[src/rtl/cave_cache_ctrl.sv]
// Read-only direct-mapped 4-line cache controller between a fetch front end and
// an SDRAM arbiter port; drives an external 4 x {valid,tag,data} entry memory.
module cave_cache_ctrl #(
    parameter int ADDR_WIDTH = 27,
    parameter int DATA_WIDTH = 64
) (
    input  logic                             clock,
    input  logic                             reset_n,
    input  logic                             flush,
    input  logic                             in_rd,
    input  logic [ADDR_WIDTH-1:0]            in_addr,
    output logic                             in_waitReq,
    output logic                             in_valid,
    output logic [DATA_WIDTH-1:0]            in_dout,
    output logic                             out_rd,
    output logic [ADDR_WIDTH-1:0]            out_addr,
    input  logic                             out_waitReq,
    input  logic                             out_valid,
    input  logic [DATA_WIDTH-1:0]            out_din,
    output logic                             mem_rd_en,
    output logic [1:0]                       mem_rd_addr,
    input  logic [DATA_WIDTH+ADDR_WIDTH-5:0] mem_rd_data,
    output logic                             mem_wr_en,
    output logic [1:0]                       mem_wr_addr,
    output logic [DATA_WIDTH+ADDR_WIDTH-5:0] mem_wr_data
);

    localparam int TAG_W   = ADDR_WIDTH - 5;
    localparam int ENTRY_W = 1 + TAG_W + DATA_WIDTH;

    typedef enum logic [2:0] {INIT, IDLE, LOOKUP, FILL, WAIT} state_t;

    state_t                  state_q, state_d;
    logic [1:0]              init_cnt_q;
    logic                    flush_pend_q;
    logic [ADDR_WIDTH-4:0]   line_q;
    logic                    accept;
    logic [TAG_W-1:0]        tag;
    logic [1:0]              index;
    logic                    hit;

    // Byte offset within the 64-bit line is irrelevant to a line cache.
    logic unused_offset_bits;
    assign unused_offset_bits = ^in_addr[2:0];

    assign tag      = line_q[ADDR_WIDTH-4:2];
    assign index    = line_q[1:0];
    assign hit      = mem_rd_data[ENTRY_W-1] && (mem_rd_data[ENTRY_W-2:DATA_WIDTH] == tag);
    assign out_addr = {line_q, 3'b000};

    always_ff @(posedge clock or negedge reset_n) begin
        if (!reset_n) begin
            state_q      <= INIT;
            init_cnt_q   <= 2'd0;
            flush_pend_q <= 1'b0;
            line_q       <= '0;
        end else begin
            state_q <= state_d;
            if (state_q == INIT)
                init_cnt_q <= init_cnt_q + 2'd1;
            // A flush arriving mid-access is remembered and honoured back in IDLE.
            if (state_q == IDLE)
                flush_pend_q <= 1'b0;
            else if (flush && (state_q == LOOKUP || state_q == FILL || state_q == WAIT))
                flush_pend_q <= 1'b1;
            if (accept)
                line_q <= in_addr[ADDR_WIDTH-1:3];
        end
    end

    always_comb begin
        state_d     = state_q;
        accept      = 1'b0;
        in_waitReq  = 1'b1;
        in_valid    = 1'b0;
        in_dout     = '0;
        out_rd      = 1'b0;
        mem_rd_en   = 1'b0;
        mem_rd_addr = 2'd0;
        mem_wr_en   = 1'b0;
        mem_wr_addr = index;
        mem_wr_data = '0;

        case (state_q)
            INIT: begin
                mem_wr_en   = 1'b1;
                mem_wr_addr = init_cnt_q;
                if (init_cnt_q == 2'd3)
                    state_d = IDLE;
            end
            IDLE: begin
                if (flush || flush_pend_q) begin
                    state_d = INIT;
                end else begin
                    in_waitReq = 1'b0;
                    if (in_rd) begin
                        accept      = 1'b1;
                        mem_rd_en   = 1'b1;
                        mem_rd_addr = in_addr[4:3];
                        state_d     = LOOKUP;
                    end
                end
            end
            LOOKUP: begin
                if (hit) begin
                    in_valid = 1'b1;
                    in_dout  = mem_rd_data[DATA_WIDTH-1:0];
                    state_d  = IDLE;
                end else begin
                    state_d = FILL;
                end
            end
            FILL: begin
                out_rd = 1'b1;
                if (!out_waitReq)
                    state_d = WAIT;
            end
            WAIT: begin
                if (out_valid) begin
                    mem_wr_en   = 1'b1;
                    mem_wr_data = {1'b1, tag, out_din};
                    in_valid    = 1'b1;
                    in_dout     = out_din;
                    state_d     = IDLE;
                end
            end
            default: state_d = INIT;
        endcase
    end

endmodule

[config.mk]
export PLATFORM = sky130hd
export DESIGN_NAME = cave_cache_ctrl
export DESIGN_NICKNAME = d
export VERILOG_FILES = /design/src/rtl/cave_cache_ctrl.sv
export SDC_FILE = /design/constraint.sdc
export NUM_CORES = 1
export LEC_CHECK = 0
export ABC_AREA = 1
export ABC_CLOCK_PERIOD_IN_PS = 3300
export CAP_MARGIN = 15
export CORE_AREA = 2 2 143 145
export CTS_CLUSTER_SIZE = 40
export DETAILED_ROUTE_END_ITERATION = 7
export DIE_AREA = 0 0 145 147
export GPL_ROUTABILITY_DRIVEN = 1
export GPL_TIMING_DRIVEN = 0
export MAX_ROUTING_LAYER = met4
export PLACE_DENSITY = 0.53
export SLEW_MARGIN = 30
export SYNTH_ARGS = -nofsm -noshare
export SYNTH_HDL_FRONTEND = slang
export SYNTH_SLANG_ARGS = --single-unit
export TNS_END_PERCENT = 100
[constraint.sdc]
create_clock -name clock -period 3.3 [get_ports clock]
set_input_delay 0.66 -clock clock [delete_from_list [all_inputs] [get_ports clock]]
set_output_delay 0.66 -clock clock [all_outputs]
set_load 0.03 [all_outputs]
==> results.tsv <==
stage	metric	value	unit
drt	ant_nets	0	
layout	post-route-util	40.2	%
sta	worst_pin_slew	0.553	ns
global_routing	grt_max_degree	25	
worst_setup_path	start_kind	input pin	
yosys	yosys_warnings	0	
clock_tree	cts.sinks	30	
clock_tree	clk_latency	0.27	ns
worst_setup_path	reg2reg_from	state_q[1]$_DFFE_PN0P_	
yosys	ys_seq_area_share	19.9	%
global_routing	use_met1	22.4	%
clock_tree	cts_root_buf	clkbuf_16	
drt	first_pass_iters	4	
floorplan	die_h	147	µm
placement	dp_slack	-0.580	ns
layout	nNetsFinal	1134	
yosys	async_flop_share	100	%
layout	ff_latch_area	751	µm²
yosys	ys_types	25	
global_routing	gr-usage-met3	4.16	%
drt	via_per_inst	3.85	
yosys	ys_top_cells_by_area	o21bai_4 24%, dfrtp_1 20%, nand2_1 18%, nor2_1 11%, inv_1 9.6%	
clock_tree	cts_tree	built	
global_routing	grt_pass1_wl	29100	µm
drt	drt_iter0_markers	91	
yosys	syn_area_per_cell	6.63	µm²
floorplan	core-area	19800	µm²
pwr	leakagePower	0.00427	µW
pwr	clock_power_share	12.5	%
job	maxCapViolCount	0	
floorplan	die_w	145	µm
placement	dp_hpwl	16900	µm
yosys	yosysTopAreaCell	o21bai_4	
pwr	vdd_ir_drop_max	407	µV
layout	multi_input_area	2390	µm²
yosys	synth_edf_count	0	
worst_setup_path	cp.arrival	2.55	ns
drt	wire_per_inst	16.5	µm
sta	report.final.setup_viol	0	
layout	syn2layout_area_growth	112	%
worst_setup_path	critPathKind	in2out	
global_routing	antenna_found_initial	2	
global_routing	gr-usage-all-layers	18.4	%
layout	final_layout_size_suffix_gt1_share	16.2	%
global_routing	grtUsageMet2	31.2	%
yosys	synthCells	569	
floorplan	die-area	21300	µm²
clock_tree	numCtsBuffers	5	
sta	worst_slack	0.0865	ns
worst_setup_path	rr_worst_depth	6	
worst_hold_path	min_path_type	in2async	
sta	skew	0.00786	ns
run_status	status	completed	
sta	min_period_over_period	97.4	%
floorplan	rows	52	
sta	hold_viol_final	0	
pwr	switching_share	50.4	%
sta	fin_crit	3.21	ns
placement	io_buffer_count	363	
floorplan	ioPinCount	371	
clock_tree	clkTransAtPathRegs	0.06	ns
yosys	netlist.area_leader.share	24.4	%
global_routing	grt_pass1_vias	4490	
clock_tree	h-tree-depth	2	
drt	drt-total-wl	20200	µm
worst_setup_path	r2r-end	line_q[12]$_DFFE_PN0P_	
pwr	power.density	542	nW/µm²
global_routing	grt_overflow	0	
floorplan	start_util	19.0	%
sta	slew_violations	0	
worst_setup_path	required	2.64	ns
yosys	yosys_register_bits	30	
pwr	p_int	2150	µW
clock_tree	clockBufferDepth	2	
worst_setup_path	crit_fanout	4	
drt	via_count	4702	
pwr	pwr-share-seq	16.7	%
placement	dpl_cell_area	7770	µm²
pwr	power_switching	2180	µW
placement	gp_congestion	0.829	
global_routing	grt.busiest_layer	met2	
layout	design_area	7990	µm²
sta	max_clock_freq	311	MHz
worst_setup_path	r2r_slack	1.68	ns
clock_tree	hold_buffers	0	
worst_setup_path	endpoint_kind	primary output	
sta	maxSlewHeadroom	63.1	%
layout	nFillCells	2095	
drt	drc	0	
pwr	pwr-share-comb	70.8	%
yosys	syn-cell-area	3770	µm²
yosys	ys.flop_type	dfrtp_1	
sta	rsz0062_at_grt	false	
## timing repair
action | CTS | global route
resized for setup | 218 | 36
buffers inserted | 6 | 0
pin swaps | 22 | 5
setup endpoints to repair | 66 | 59
cloned | 1 | 0
## flip-flops by register name, summed over array words and instances (netlist names)
register / count
flush_pend_q: 1
state_q: 3
init_cnt_q: 2
line_q: 24
## critical path: stages
cell and delay, ns:
clkdlybuf4s50_1 0.47, nand2_2 0.06, nor2_1 0.08, nand2_1 0.07, nor2_2 0.11, nand4_1 0.11
buf_6 0.15, buf_16 0.14, buf_4 0.15, o21bai_1 0.11, dlygate4sd2_1 0.43
## cell families (layout without fill, tap and decap cells)
group | after synthesis | count (layout) | share of synthesized area (%)
adders and majority gates | 1 | 1 | 0.332
other | 1 | 5 | 0.0994
xor gates and xnor gates | 2 | 2 | 0.464
AOI/OAI and AO/OA | 92 | 92 | 31.1
and+or+nand+nor | 296 | 296 | 30.3
buffers and inverters | 147 | 525 | 17.8
DFF | 30 | 30 | 19.9
## layout make-up
class,count,area share (%)
tap,270,4.23
clock inverter,1,0.376
inverter,116,5.45
multi-input combinational,394,29.9
sequential,30,9.40
buffer,31,3.17
clock buffer,6,1.74
timing repair buffer,371,45.6
antenna,2,0.0627
## Yosys cell counts, drive strengths merged, types with 3 or more instances
library cell / instances
inv: 116
a21oi: 3
nor2: 111
buf: 20
clkbuf: 11
dfrtp: 30
nand2: 178
o21bai: 64
o21ai: 25
nand3: 4
## metrics by stage
stage          setup TNS, ns  hold slack (ns)  std cells  total power (µW)
2_1_floorplan              0            0.364        571              2490
6_report                   0            0.235       1221              4330
5_1_grt                    0            0.226       1221              4610
3_3_place_gp          -26.28            0.484       1204              3870
3_5_place_dp          -27.89            0.498       1205              3870
4_1_cts              -0.0132            0.231       1219              4370
## layout by cell type, fill, tap and decap left out, types with 3 or more instances in the layout
cell type / instances
o21ai_1: 10
buf_12: 6
dfrtp_1: 30
conb_1: 3
nand2_1: 174
nor2_1: 105
nand3_1: 3
nor2_2: 4
clkdlybuf4s15_2: 10
inv_1: 96
inv_2: 20
clkdlybuf4s50_1: 252
buf_4: 6
nand2_2: 4
clkbuf_2: 3
clkdlybuf4s15_1: 3
o21bai_4: 49
clkbuf_1: 9
a21oi_1: 3
buf_2: 32
dlygate4sd2_1: 47
o21bai_1: 15
clkbuf_16: 5
dlymetal6s2s_1: 25
buf_6: 5
o21ai_0: 15
## worst max-delay path by stage
stage / start / endpoint / depth (start not counted)
3_3_place_gp: mem_rd_data[80] / in_dout[18] / 11
5_1_grt: state_q[0]$_DFFE_PN0P_ / mem_wr_data[66] / 9
4_1_cts: mem_rd_data[82] / in_dout[34] / 13
2_1_floorplan: out_valid / mem_wr_data[75] / 6
3_5_place_dp: mem_rd_data[70] / in_dout[18] / 11
6_report: mem_rd_data[86] / in_dout[25] / 11
## power groups by stage
stage	clock network [µW]	logic, µW	registers (µW)
2_1_floorplan	0	1500	989
3_3_place_gp	0	3140	724
3_5_place_dp	0	3140	727
4_1_cts	552	3090	724
5_1_grt	576	3280	751
6_report	539	3060	722
## routing by layer
metal,up-vias,part of all wire (%)
met5,-,0
met4,0,2.1
met3,22,5.9
met2,183,49
met1,2060,43
li1,2437,-
(Power assumes the default switching activity.)
